**src/rtl/imem_loader.sv**
```systemverilog
// Instruction memory loader: takes a little-endian byte stream (16-bit word count, then words)
// and writes consecutive 32-bit words into the instruction memory, holding the core in reset until done.
module imem_loader #(
    parameter logic [31:0] BASE_ADDR = 32'h0000_0000,
    parameter int unsigned MAX_WORDS = 256
) (
    input  logic        clk,
    input  logic        rst,
    input  logic        start,
    input  logic        byte_valid,
    input  logic [7:0]  byte_data,
    output logic        byte_ready,
    output logic        imem_we,
    output logic [31:0] imem_waddr,
    output logic [31:0] imem_wdata,
    output logic        core_rst,
    output logic        busy,
    output logic        done,
    output logic        err
);

    typedef enum logic [2:0] {
        S_IDLE, S_LEN_LO, S_LEN_HI, S_DATA, S_FLUSH, S_DONE, S_ERR
    } state_t;

    state_t      state_q, state_d;
    logic [15:0] len_q, len_d;
    logic [15:0] wcnt_q, wcnt_d;
    logic [1:0]  bcnt_q, bcnt_d;
    logic [23:0] asm_q, asm_d;
    logic        we_q, we_d;
    logic [31:0] waddr_q, waddr_d;
    logic [31:0] wdata_q, wdata_d;
    logic        ready_q, busy_q, done_q, err_q, core_rst_q;

    logic        xfer;
    logic [15:0] len_full;
    logic [15:0] wcnt_inc;

    assign xfer     = byte_valid && ready_q;
    assign len_full = {byte_data, len_q[7:0]};
    assign wcnt_inc = wcnt_q + 16'd1;

    always_comb begin
        state_d = state_q;
        len_d   = len_q;
        wcnt_d  = wcnt_q;
        bcnt_d  = bcnt_q;
        asm_d   = asm_q;
        we_d    = 1'b0;
        waddr_d = waddr_q;
        wdata_d = wdata_q;
        case (state_q)
            S_IDLE, S_DONE, S_ERR: begin
                if (start) state_d = S_LEN_LO;
            end
            S_LEN_LO: begin
                if (xfer) begin
                    len_d[7:0] = byte_data;
                    state_d    = S_LEN_HI;
                end
            end
            S_LEN_HI: begin
                if (xfer) begin
                    len_d[15:8] = byte_data;
                    wcnt_d      = '0;
                    bcnt_d      = '0;
                    if (len_full == 16'd0)
                        state_d = S_DONE;
                    else if (32'(len_full) > MAX_WORDS)
                        state_d = S_ERR;
                    else
                        state_d = S_DATA;
                end
            end
            S_DATA: begin
                if (xfer) begin
                    bcnt_d = bcnt_q + 2'd1;
                    case (bcnt_q)
                        2'd0: asm_d[7:0]   = byte_data;
                        2'd1: asm_d[15:8]  = byte_data;
                        2'd2: asm_d[23:16] = byte_data;
                        default: begin
                            // Word complete: the write fires in the following cycle.
                            we_d    = 1'b1;
                            waddr_d = BASE_ADDR + {14'd0, wcnt_q, 2'b00};
                            wdata_d = {byte_data, asm_q};
                            wcnt_d  = wcnt_inc;
                            if (wcnt_inc == len_q) state_d = S_FLUSH;
                        end
                    endcase
                end
            end
            S_FLUSH: state_d = S_DONE;
            default: state_d = S_IDLE;
        endcase
    end

    always_ff @(posedge clk) begin
        if (rst) begin
            state_q    <= S_IDLE;
            len_q      <= '0;
            wcnt_q     <= '0;
            bcnt_q     <= '0;
            asm_q      <= '0;
            we_q       <= 1'b0;
            waddr_q    <= BASE_ADDR;
            wdata_q    <= '0;
            ready_q    <= 1'b0;
            busy_q     <= 1'b0;
            done_q     <= 1'b0;
            err_q      <= 1'b0;
            core_rst_q <= 1'b1;
        end else begin
            state_q    <= state_d;
            len_q      <= len_d;
            wcnt_q     <= wcnt_d;
            bcnt_q     <= bcnt_d;
            asm_q      <= asm_d;
            we_q       <= we_d;
            waddr_q    <= waddr_d;
            wdata_q    <= wdata_d;
            // Status flags decode the next state so they line up with state_q.
            ready_q    <= (state_d == S_LEN_LO) || (state_d == S_LEN_HI) || (state_d == S_DATA);
            busy_q     <= (state_d == S_LEN_LO) || (state_d == S_LEN_HI) ||
                          (state_d == S_DATA)   || (state_d == S_FLUSH);
            done_q     <= (state_d == S_DONE);
            err_q      <= (state_d == S_ERR);
            core_rst_q <= (state_d != S_DONE);
        end
    end

    assign byte_ready = ready_q;
    assign imem_we    = we_q;
    assign imem_waddr = waddr_q;
    assign imem_wdata = wdata_q;
    assign core_rst   = core_rst_q;
    assign busy       = busy_q;
    assign done       = done_q;
    assign err        = err_q;

endmodule

```
**config.mk**
```make
export PLATFORM = sky130hd
export DESIGN_NAME = imem_loader
export DESIGN_NICKNAME = d
export VERILOG_FILES = /design/src/rtl/imem_loader.sv
export SDC_FILE = /design/constraint.sdc
export NUM_CORES = 1
export LEC_CHECK = 0
export BUFFER_PORTS_ARGS = -buffer_cell sky130_fd_sc_hd__buf_2
export CAP_MARGIN = 15
export CORE_MARGIN = 2
export CORE_UTILIZATION = 30
export CTS_CLUSTER_SIZE = 12
export DETAILED_ROUTE_END_ITERATION = 8
export HOLD_SLACK_MARGIN = 0.06
export SETUP_SLACK_MARGIN = 0.02
export SYNTH_ARGS = -nofsm -noshare
export SYNTH_HDL_FRONTEND = slang
export SYNTH_SLANG_ARGS = --single-unit
export TNS_END_PERCENT = 1
```
**constraint.sdc**
```tcl
create_clock -name clk -period 3.73 [get_ports clk]
set_input_delay 0.373 -clock clk [delete_from_list [all_inputs] [get_ports clk]]
set_output_delay 0.373 -clock clk [all_outputs]
set_load 0.01 [all_outputs]
```
== Word-level counts from Yosys, hierarchy flattened ==
Index checks and enable logic that the tools add are counted.

* Register bits: 115
* Bits of input ports: 12
* Output and inout port bits: 70
* Logic and storage cells: 77

* $add $sub $neg: 2
* Magnitude comparators: 1
* Eq/ne operators: 19
* Mux-type cells: 17
* Bitwise logic cells: 3
* Reductions and logical operators: 19

{| class="wikitable"
|+ Operator list
! kind !! number
|-
| $mux W16 || 3
|-
| $pmux W16 S2 || 1
|-
| $mux W3 || 8
|-
| $eq A3 B3 Y1 const B || 6
|-
| $add A16 B1 Y16 const B || 1
|-
| $eq A16 B16 Y1 || 1
|-
| $gt A16 B9 Y1 const B || 1
|-
| $logic_not A16 Y1 || 1
|-
| $pmux W3 S5 || 1
|-
| $reduce_and A3 Y1 || 5
|-
| $eq A3 B2 Y1 const B || 4
|-
| $reduce_or A3 Y1 || 3
|-
| $eq A3 B1 Y1 const B || 2
|-
| $ne A2 B2 Y1 const B || 3
|-
| $mux W2 || 2
|-
| $pmux W2 S2 || 1
|-
| $reduce_and A2 Y1 || 2
|-
| $reduce_and A4 Y1 || 1
|-
| $logic_not A3 Y1 || 1
|-
| $logic_or A1 B1 Y1 || 3
|-
| $ne A3 B3 Y1 const B || 1
|-
| $not A1 Y1 || 3
|-
| $add A2 B1 Y2 const B || 1
|-
| $eq A2 B1 Y1 const B || 1
|-
| other kinds (5) || 5
|}

== Depth between registers and ports, before layout ==
Gate-level depths: netlist of the first run.

* Depth in word-level cells: 10
* Gate-level depth with buffers: 9
* Mapped depth without buffers: 7

== Least setup slack after synthesis of the first run ==
OpenSTA, ideal clock, no wires.

* Path type: register -> register
* From: register wcnt_q[0]
* To: register core_rst_q (netlist: core_rst)
* Setup time: 0.114 ns
* Arrival time: 2.578 ns
* Required time: 3.616 ns
* Path slack: 1.038 ns
* Cell stages (with the launch flop): 8
* Buffers on the path: 0
* Period minus slack after synthesis: 2.692 ns
* Cell sequence: dfxtp_1 -> ha_1 -> nand3_4 -> or4_4 -> xor2_1 -> a221o_1 -> or4_4 -> a21bo_1

* Word-level cells in the longest chain between the ends: 7

{| class="wikitable"
|+ RTL lines
! item !! RTL line !! source
|-
| start, declared || 28 || <nowiki>logic [15:0] wcnt_q, wcnt_d;</nowiki>
|-
| start signal, assigned || 117 || <nowiki>wcnt_q <= wcnt_d;</nowiki>
|-
| $add A16 B1 Y16 || 42 || <nowiki>assign wcnt_inc = wcnt_q + 16'd1;</nowiki>
|-
| $eq A16 B16 Y1 || 89 || <nowiki>if (wcnt_inc == len_q) state_d = S_FLUSH;</nowiki>
|-
| $mux W3 || 89 ||
|-
| $mux W3 || 79 || <nowiki>case (bcnt_q)</nowiki>
|-
| $mux W3 || 77 || <nowiki>if (xfer) begin</nowiki>
|-
| $pmux W3 S5 || 53 || <nowiki>case (state_q)</nowiki>
|-
| $ne A3 B3 Y1 || 129 || <nowiki>core_rst_q <= (state_d != S_DONE);</nowiki>
|-
| end signal, assigned || 129 ||
|-
| end, declared || 34 || <nowiki>logic ready_q, busy_q, done_q, err_q, core_rst_q;</nowiki>
|}

No other way between the ends.
A chain may end at the register's enable or synchronous reset.

== Worst setup path after layout of the first run ==
Ends and elaborated chain as after synthesis.

==> metrics.md, run 1 <==
| Metric | Value |
|---|---|
| Status | `finished, final reports clean` |
| Avg Inst Size Synth | `7.833 um2` |
| Final WL | `13.27 mm` |
| Register bit total from synthesis | `between 100 and 150` |
| Largest net degree at the start of global routing | `68` |
| GPL Wtd Cong | `0.8526` |
| CTS tree | `built` |
| Largest stage delay, worst path | `580 ps` |
| # clock sinks | `115` |
| Layout Area Growth over Synthesis | `19.65%` |
| Die height | `134.5 um` |
| Met3 WL | `845 um` |
| Clk Tree Root Cell | `clkbuf_16` |
| Top FF cell, synth | `dfxtp_1` |
| # diodes | `0` |
| Fin area | `6111 um2` |
| Switching Power | `roughly 0.00067 W` |
| Final ANT Viol Nets | `0` |
| Final Util | `a little under two fifths` |
| Leak Pwr | `2.226 nW` |
| Post-DP Area | `5522 um2` |
| H-Tree Level Count | `4` |
| Synth Cell Area | `5107 um2` |
| Hold Vio Cnt, Final | `0` |
| Mean routed wirelength per cell | `14.32 um` |
| Cts hold-fix bufs | `0` |
| Die ar. | `18080 um2` |
| Setup crit start kind | `register` |
| RSZ-0062 raised after global routing | `no` |
| Worst-path clk slew | `50 ps` |
| Drt first-iter violations | `241` |
| Post-CTS setup buffers | `0` |
| Core area | `16640 um2` |
| Worst Path Arrival | `3180 ps` |
| Top cell family by delay on the critical path | `simple AND/OR/NAND/NOR gates` |
| Cell Pwr Density | `482.5 nW/um2` |
| Worst Setup SP | `wcnt_q[0]$_SDFFE_PP0P_` |
| Layout Nets | `711` |
| Post-synth ARST share | `0%` |
| Most frequent cells in the layout | `151 x nand2_1, 115 x dfxtp_1, 96 x a21oi_1` |
| Gate Count Post-Synth | `approximately 650` |
| Proportion of layout cells with a drive suffix above 1 | `15.98%` |
| Met2 WL post-DR | `5.793 mm` |
| CTS buffer count | `17` |
| Worst min path class | `in2reg` |
| Rows | `between 40 and 50` |
| Initial core utilization | `30.69%` |
| Crit end category | `register` |
| Hold Startpoint | `byte_data[6]` |
| Dpl hpwl | `8.723 mm` |
| Peak supply drop | `0.3204 mV` |
| Logic pwr share | `3.2%` |
| Crit Path Max Fanout | `9` |
| Slew Limit Fails | `0` |
| Crit share post-route | `76.88%` |
| Vias in the first global route | `between 4000 and 5000` |
| Seq/Total Area, Yosys | `45.08%` |
| Die width | `between 100 and 150 um` |
| I/O pins | `82` |
| Yosys warning count | `0` |
| Rel. slew slack | `53.45%` |
| Clock share of power | `a little over half` |
| Worst Tran Pin Value | `698.2 ps` |
| Highest metal used | `met4` |
| Met1 WL | `6.345 mm` |
| Clock skew | `7.226 ps` |
| CP most frequent cell | `or4_4` |
| Max Cap Viol | `0` |
| Initial antenna violation count | `0` |
| Reg2reg start | `wcnt_q[0]$_SDFFE_PP0P_` |
| Clock tree buffer depth | `2` |
| Gr ovfl total | `0` |
| Max Clock Freq | `about 350 MHz` |
| Worst-Skew Late Latency | `420 ps` |
| Switching share of power | `22.64%` |
| Most common cell after layout, fill and taps aside | `nand2_1` |
| CP max-delay cell | `or4_4` |
| Post-synth EDFFs | `0` |
| Critical setup path kind | `reg2reg` |
| Final setup viols | `0` |
| Port bufs | `65` |
| DR DRC count | `0` |
| Critical path cell sequence | `ha_1, nand3_4, or4_4, xor2_1, a221o_1, or4_4, a21bo_1` |
| First-pass DRT Iterations | `4` |
| Fillers | `between 1500 and 2000` |
| Seq pwr share | `42.3%` |
| Worst path required time | `4050 ps` |
| Pint | `0.002281 W` |
| Buf+Inv Stages, Crit Path | `0` |
| CTS resizes | `0` |
| Crit path time final | `2868 ps` |
| Vias per inst | `4.845` |
| GRT Total Usage | `15.27%` |
| TNS Setup | `0 ps` |
| First-pass GRT wire length | `between 20 and 25 mm` |
| Routed vias | `4491` |
| Cell variety after synth | `53` |
[worst min-delay path: cells and delay by family]
family                 cells  cell delay [ps]
AND/OR/NAND/NOR            1               70
buffers and inverters      1              160
AO/OA/AOI/OAI              1               50
[cell families (layout without fill, tap and decap cells)]
kind of cell / Yosys count / after routing / share of synthesized area [%]
other: 1 / 16 / 0.07342
adders and majority gates: 5 / 5 / 1.225
AOI/OAI and AO/OA: 150 / 150 / 16.63
xor gates and xnor gates: 18 / 18 / 3.087
and+or+nand+nor: 276 / 276 / 24.50
buffers and inverters: 75 / 115 / 7.055
DFF: 115 / 115 / 45.08
muxes: 12 / 12 / 2.352
[worst paths after layout]
path / endpoint / slack [ps] / cells past startpoint
setup / recovery: core_rst$_SDFF_PP1_ / 860 / 7
hold / removal: len_q[14]$_SDFFE_PP0P_ / 290 / 3
setup reg to reg: core_rst$_SDFF_PP1_ / 860 / 7
hold reg to reg: imem_waddr[8]$_SDFFE_PP0P_ / 450 / 2
[sequential cells by signal, summed over array words and instances, names as in the netlist]
register / count
imem_we: 1
imem_wdata: 32
imem_waddr: 16
done: 1
err: 1
asm_q: 24
core_rst: 1
byte_ready: 1
len_q: 16
bcnt_q: 2
state_q: 3
wcnt_q: 16
busy: 1
[cell type report]
class                           count  area (um2)  share of cell area (%)
Clock inverter                     11       128.9                   2.109
Multi-Input combinational cell    477        2515                   41.15
Clock buffer                       21       460.4                   7.535
Tap cell                          220       275.3                   4.505
Inverter                            9       33.78                  0.5528
Timing Repair Buffer               74       395.4                   6.470
Sequential cell                   115        2302                   37.67
[per-layer routing]
layer,up-vias,GRT usage [%]
met5,-,0
met4,0,6.959
met3,22,4.917
met2,110,22.59
met1,2080,20.26
li1,2279,-
[cell usage after synthesis (3+ instances only)]
| cell type | count | area, um2 |
|---|---|---|
| nand2b_1 | 3 | 18.77 |
| nand2_1 | 152 | 570.6 |
| a21oi_1 | 96 | 480.5 |
| ha_1 | 5 | 62.56 |
| o21ai_0 | 23 | 115.1 |
| or4_1 | 4 | 30.03 |
| mux2i_1 | 12 | 120.1 |
| dfxtp_1 | 115 | 2302 |
| a211oi_1 | 3 | 22.52 |
| and3_1 | 4 | 25.02 |
| a311oi_1 | 5 | 43.79 |
| buf_4 | 18 | 135.1 |
| nor2_1 | 41 | 153.9 |
| a31oi_1 | 3 | 18.77 |
| xor2_1 | 8 | 70.07 |
| inv_1 | 8 | 30.03 |
| xnor2_1 | 10 | 87.58 |
| clkbuf_1 | 38 | 142.6 |
| nand3_1 | 31 | 155.2 |
| nor4_1 | 8 | 50.05 |
| nand3b_1 | 3 | 22.52 |
| buf_2 | 8 | 40.04 |
| o211ai_1 | 3 | 22.52 |
| nor3_1 | 12 | 60.06 |
[per-stage QoR]
stage               cells  total power (W)  hold slack (ps)  setup WS [ps]
global placement      895         0.001368            440.1          892.0
detailed placement    895         0.001368            443.9          865.3
CTS                   927         0.002983            270.2          849.9
finish                927         0.002949            285.5          862.3
floorplan             667         0.001343            432.1           1038
global route          927         0.003049            276.0          647.4
[power groups by stage]
stage	clock [W]	sequential (W)	combinational, W
floorplan	0	0.00127	0.0000755
global placement	0	0.00127	0.0000940
detailed placement	0	0.00127	0.0000939
CTS	0.00164	0.00125	0.0000942
global route	0.00170	0.00125	0.000103
finish	0.00161	0.00125	0.0000938
Power figures use the tool's default switching activity.
==> inputs of run 2 (changes only) <==
- clock period: 3.73 -> 2.7 ns (I/O delays scaled with it)
==> run 2 against run 1 <==
  * Flip-flop and latch count did not move
  * Wire length up 2.6%
  * Global-route usage is 0.11 points higher
  * Largest power group unchanged
  * Critical path type unchanged
==> metrics.md, run 2 (synthesis results as in run 1) <==
| Metric | Value |
|---|---|
| Mean routed wirelength per cell | `14.41 um (+0.68%)` |
| Register Area | `2302 um2 (unchanged)` |
| Initial core utilization | `30.69% (unchanged)` |
| Vias in the first global route | `4135 (-2.9%)` |
| Crit Path Max Fanout | `5 (-4)` |
| Fillers | `1744 (+0.69%)` |
| Worst Tran Pin Value | `803.4 ps (+105.2 ps)` |
| Initial antenna violation count | `0 (unchanged)` |
| Clock skew | `7.874 ps (+0.6481 ps)` |
| Drt first-iter violations | `282 (+17%)` |
| CTS buffer count | `17 (unchanged)` |
| RSZ-0062 raised after global routing | `no` |
| Worst min path class | `in2reg` |
| Slew Limit Fails | `0 (unchanged)` |
| Cts hold-fix bufs | `0 (unchanged)` |
| Proportion of layout cells with a drive suffix above 1 | `18.34% (+2.4 points)` |
| Setup crit start kind | `register` |
| GPL Wtd Cong | `0.7944 (-6.8%)` |
| Rel. slew slack | `46.44% (-7.0 points)` |
| Crit share post-route | `95.34% (+18 points)` |
| Peak supply drop | `0.4507 mV (+41%)` |
| Die height | `134.5 um (unchanged)` |
| Most common cell after layout, fill and taps aside | `nand2_1` |
| # clock sinks | `115 (unchanged)` |
| CTS tree | `built` |
| Clock tree buffer depth | `2 (unchanged)` |
| Worst-Skew Late Latency | `410 ps (about the same)` |
| # diodes | `0 (unchanged)` |
| Multi-input logic area | `2527 um2 (+0.50%)` |
| Clk Tree Root Cell | `clkbuf_16` |
| Final WL | `13.62 mm (+2.6%)` |
| Worst Path Arrival | `2880 ps (-300 ps)` |
| I/O pins | `82 (unchanged)` |
| Worst-path clk slew | `50 ps (about the same)` |
| Crit path time final | `2574 ps (-293.5 ps)` |
| Gr ovfl total | `0 (unchanged)` |
| Hold Vio Cnt, Final | `0 (unchanged)` |
| Port bufs | `65 (unchanged)` |
| Most frequent cells in the layout | `151 x nand2_1, 115 x dfxtp_1, 96 x a21oi_1` |
| H-Tree Level Count | `4 (unchanged)` |
| Final ANT Viol Nets | `0 (unchanged)` |
| Core area | `16640 um2 (unchanged)` |
| Final setup viols | `0 (unchanged)` |
| Critical setup path kind | `reg2reg` |
| TNS Setup | `0 ps (unchanged)` |
| Leak Pwr | `2.350 nW (+5.6%)` |
| Routed vias | `4596 (+2.3%)` |
| Setup WS post-layout | `125.8 ps (-736.5 ps)` |
| First-pass GRT wire length | `21.71 mm (+0.25%)` |
| Max Cap Viol | `0 (unchanged)` |
| Die ar. | `18080 um2 (unchanged)` |
| Largest net degree at the start of global routing | `76 (+12%)` |
| Die width | `134.5 um (unchanged)` |
| DR DRC count | `0 (unchanged)` |
| Layout Area Growth over Synthesis | `23.30%` |
| Largest register FFs | `32 (unchanged)` |
| Place WS | `108.0 ps (-757.3 ps)` |
| Dpl hpwl | `8.981 mm (+3.0%)` |
| Worst path required time | `3010 ps (-1040 ps)` |
| GRT Total Usage | `15.38% (+0.11 points)` |
| Max Clock Freq | `388.5 MHz (+11%)` |
| Layout Nets | `731 (+2.8%)` |
| Vias per inst | `4.863 (+0.39%)` |
| First-pass DRT Iterations | `4 (unchanged)` |
| Cell Pwr Density | `657.4 nW/um2 (+36%)` |
| Rows | `47 (unchanged)` |
| Crit end category | `register` |
| Status | `finished, final reports clean` |
-- run 2: layout make-up --
| cell class | instances | share of cell area, % |
|---|---|---|
| multi-input combinational | 477 | 40.14 |
| clock buffer | 21 | 7.471 |
| inverter | 9 | 0.5365 |
| timing repair buffer | 94 | 8.862 |
| tap | 220 | 4.371 |
| sequential | 115 | 36.56 |
| clock inverter | 9 | 2.066 |
-- run 2: worst paths after layout --
| path | from | to | slack [ps] | cells past startpoint |
|---|---|---|---|---|
| max reg2reg | wcnt_q[0]$_SDFFE_PP0P_ | core_rst$_SDFF_PP1_ | 130 | 7 |
| min reg2reg | imem_waddr[3]$_SDFFE_PP0P_ | imem_waddr[3]$_SDFFE_PP0P_ | 450 | 2 |
| max | wcnt_q[0]$_SDFFE_PP0P_ | core_rst$_SDFF_PP1_ | 130 | 7 |
| min | byte_data[1] | imem_wdata[25]$_SDFFE_PP0P_ | 220 | 3 |
-- run 2: metal layers --
layer	global-route usage (%)	share of wire [%]	vias to the layer above
li1	-	-	2321
met1	21.26	49	2137
met2	23.02	45	125
met3	3.941	4.9	13
met4	5.906	1.3	0
met5	0	0	-
-- run 2: where the power goes --
group | total, W | internal (W) | leakage, nW | switching (W)
logic | 0.000138 | 0.0000419 | 1.13 | 0.0000961
clock network | 0.00228 | 0.00151 | 0.295 | 0.000769
registers | 0.00172 | 0.00171 | 0.927 | 0.0000151
-- run 2: timing repair --
action	CTS	global route
resized for setup	0	1
setup buffers	0	0
endpoints found under the setup margin	0	1
-- run 2: per-stage QoR --
stage	cells	total power, W	utilization (%)	hold WS [ps]	cell area (um2)
global placement	915	0.001896	34.17	439.9	5687
global route	945	0.004271	37.84	225.7	6297
detailed placement	915	0.001896	34.17	443.0	5687
finish	945	0.004140	37.84	217.8	6297
CTS	945	0.004178	37.78	206.4	6287
floorplan	667	0.001855	-	406.0	5166
-- run 2: critical path, stage by stage (launching register included) --
cell and delay (ps):
dfxtp_1 380, ha_4 190, nand3_4 70, or4_4 550
xor2_1 160, a221o_1 360, or4_4 540, a21bo_1 200
==> inputs of run 3 (changes only) <==
==> constraint.sdc (replaced) <==
create_clock -name clk -period 2.45 [get_ports clk]
set_input_delay 0.3675 -clock clk [delete_from_list [all_inputs] [get_ports clk]]
set_output_delay 0.3675 -clock clk [all_outputs]
set_load 0.01 [all_outputs]
==> run 3 against run 2 <==
  * Hold slack improved by 94 ps
  * Clock power increased by 8%
  * Register-to-register slack got worse by 70 ps
  * Final cell count increased by 1.8%
  * Largest cell class unchanged
  * Largest power group unchanged
  * Highest routed layer unchanged
==> metrics.md, run 3 (synthesis results as in run 1) <==
| Metric | Value |
|---|---|
| Status | `finished, final reports clean` |
| Clk Tree Root Cell | `clkbuf_16` |
| Final setup viols | `0 (unchanged)` |
| Hold Slack | `311.4 ps (+93.62 ps)` |
| Hold Vio Cnt, Final | `0 (unchanged)` |
| CP most frequent cell | `or4_4` |
| Die height | `134.5 um (unchanged)` |
| Setup crit start kind | `register` |
| Peak supply drop | `0.5783 mV (+28%)` |
| Critical path cell sequence | `ha_4, nand3_4, or4_4, xor2_1, a221o_1, or4_4, a21bo_1` |
| Crit end category | `register` |
| Largest net degree at the start of global routing | `50 (-34%)` |
| Worst-path clk slew | `60 ps (about the same)` |
| Vias in the first global route | `4194 (+1.4%)` |
| Slew Limit Fails | `0 (unchanged)` |
| Final ANT Viol Nets | `0 (unchanged)` |
| Vias per inst | `4.828 (-0.72%)` |
| Leak Pwr | `2.437 nW (+3.7%)` |
| Critical setup path kind | `reg2reg` |
| I/O pins | `82 (unchanged)` |
| Crit Path Max Fanout | `4 (-1)` |
| Clock skew | `14.29 ps (+6.413 ps)` |
| Proportion of layout cells with a drive suffix above 1 | `21.16% (+2.8 points)` |
| Placed cell count | `932 (+1.9%)` |
| H-Tree Level Count | `4 (unchanged)` |
| # diodes | `0 (unchanged)` |
| Final cell count without fillers | `962 (+1.8%)` |
| Worst path required time | `2760 ps (-250 ps)` |
| First-pass DRT Iterations | `4 (unchanged)` |
| Final WL | `13.63 mm (about the same)` |
| Worst min path class | `in2reg` |
| Layout Nets | `749 (+2.5%)` |
| GRT Total Usage | `15.46% (+0.079 points)` |
| Dpl hpwl | `9.249 mm (+3.0%)` |
| Layout Area Growth over Synthesis | `26.53%` |
| Clock tree buffer depth | `2 (unchanged)` |
| Port bufs | `65 (unchanged)` |
| First-pass GRT wire length | `21.90 mm (+0.86%)` |
| Cts hold-fix bufs | `0 (unchanged)` |
| Rel. slew slack | `63.04% (+17 points)` |
| Max Cap Viol | `0 (unchanged)` |
| Worst Tran Pin Value | `554.4 ps (-249.0 ps)` |
| Setup WS post-layout | `56.18 ps (-69.64 ps)` |
| Initial core utilization | `30.69% (unchanged)` |
| Max Clock Freq | `417.7 MHz (+7.5%)` |
| GPL Wtd Cong | `0.8454 (+6.4%)` |
| CTS tree | `built` |
| Drt first-iter violations | `188 (-33%)` |
| # clock sinks | `115 (unchanged)` |
| DR DRC count | `0 (unchanged)` |
| Most common cell after layout, fill and taps aside | `nand2_1` |
| CTS buffer count | `17 (unchanged)` |
| Cell Pwr Density | `700.4 nW/um2 (+6.5%)` |
| Internal reg-to-reg setup slack | `60 ps (-70 ps)` |
| Most frequent cells in the layout | `151 x nand2_1, 113 x dfxtp_1, 96 x a21oi_1` |
| Worst-Skew Late Latency | `420 ps (about the same)` |
| Die ar. | `18080 um2 (unchanged)` |
| Die width | `134.5 um (unchanged)` |
| Core area | `16640 um2 (unchanged)` |
| CP max-delay cell | `or4_4` |
| Crit share post-route | `97.71% (+2.4 points)` |
| Place WS | `-169.4 ps (-277.3 ps)` |
| Gr ovfl total | `0 (unchanged)` |
| Rows | `47 (unchanged)` |
| Mean routed wirelength per cell | `14.17 um (-1.7%)` |
| Initial antenna violation count | `0 (unchanged)` |
| Worst Path Arrival | `2710 ps (-170 ps)` |
| Routed vias | `4645 (+1.1%)` |
| Largest register FFs | `32 (unchanged)` |
| Crit path time final | `2394 ps (-180.4 ps)` |
| Final Power | `0.004526 W (+9.3%)` |
| RSZ-0062 raised after global routing | `yes` |
| Largest stage delay, worst path | `540 ps (about the same)` |
run 3: cell count changes in the layout (fill, tap and decap cells not counted), sizes merged:
cell      change
buf          +18
bufinv        -1
clkinvlp      +2
clkinv        -2
run 3: metrics by stage:
stage,TNS [ps],utilization [%],cell area (um2)
floorplan,0,-,5181
global placement,-124.5,35.10,5842
detailed placement,-420.8,35.10,5842
CTS,0,38.67,6435
global route,-44.78,38.83,6462
finish,0,38.83,6462
run 3: cell type report:
class	instances	area [um2]
clock buffers	21	491.7
well taps	220	275.3
fillers	1697	10180
flip-flops and latches	115	2307
multi-input cells	477	2547
inverters	9	33.78
repair buffers	112	705.7
clock inverters	8	101.3
run 3: worst max-delay path, delay by kind of cell (launching register included):
family / cells / cell delay (ps)
compound gates: 2 / 510
flops: 1 / 350
fa+ha+maj: 1 / 150
xor+xnor: 1 / 160
simple gates: 3 / 1120
run 3: final timing paths:
| path | start | to | depth (start not counted) |
|---|---|---|---|
| setup / recovery | wcnt_q[1]$_SDFFE_PP0P_ | core_rst$_SDFF_PP1_ | 7 |
| hold / removal | byte_data[3] | imem_wdata[27]$_SDFFE_PP0P_ | 3 |
| setup reg to reg | wcnt_q[1]$_SDFFE_PP0P_ | core_rst$_SDFF_PP1_ | 7 |
| hold reg to reg | imem_waddr[11]$_SDFFE_PP0P_ | imem_waddr[11]$_SDFFE_PP0P_ | 2 |
run 3: where the power goes:
| group | internal (W) | leakage [nW] | switching, W | total [W] |
|---|---|---|---|---|
| clock network | 0.00162 | 0.284 | 0.000851 | 0.00247 |
| registers | 0.00188 | 0.928 | 0.0000121 | 0.00189 |
| logic | 0.0000538 | 1.22 | 0.000112 | 0.000166 |
| total | 0.00355 | 2.44 | 0.000975 | 0.00453 |
run 3: routing by layer:
layer / part of all wire [%] / wire [um] / vias up / global-route usage, %
met5: 0 / 0 / - / 0
li1: - / - / 2359 / -
met3: 5.6 / 765 / 21 / 4.467
met4: 1.6 / 212 / 0 / 5.848
met2: 44 / 5981 / 111 / 23.36
met1: 49 / 6669 / 2154 / 20.91
run 3: repair_timing:
action | CTS | global route
resized for setup | 0 | 4
setup endpoints to repair | 0 | 3
setup buffers | 0 | 1
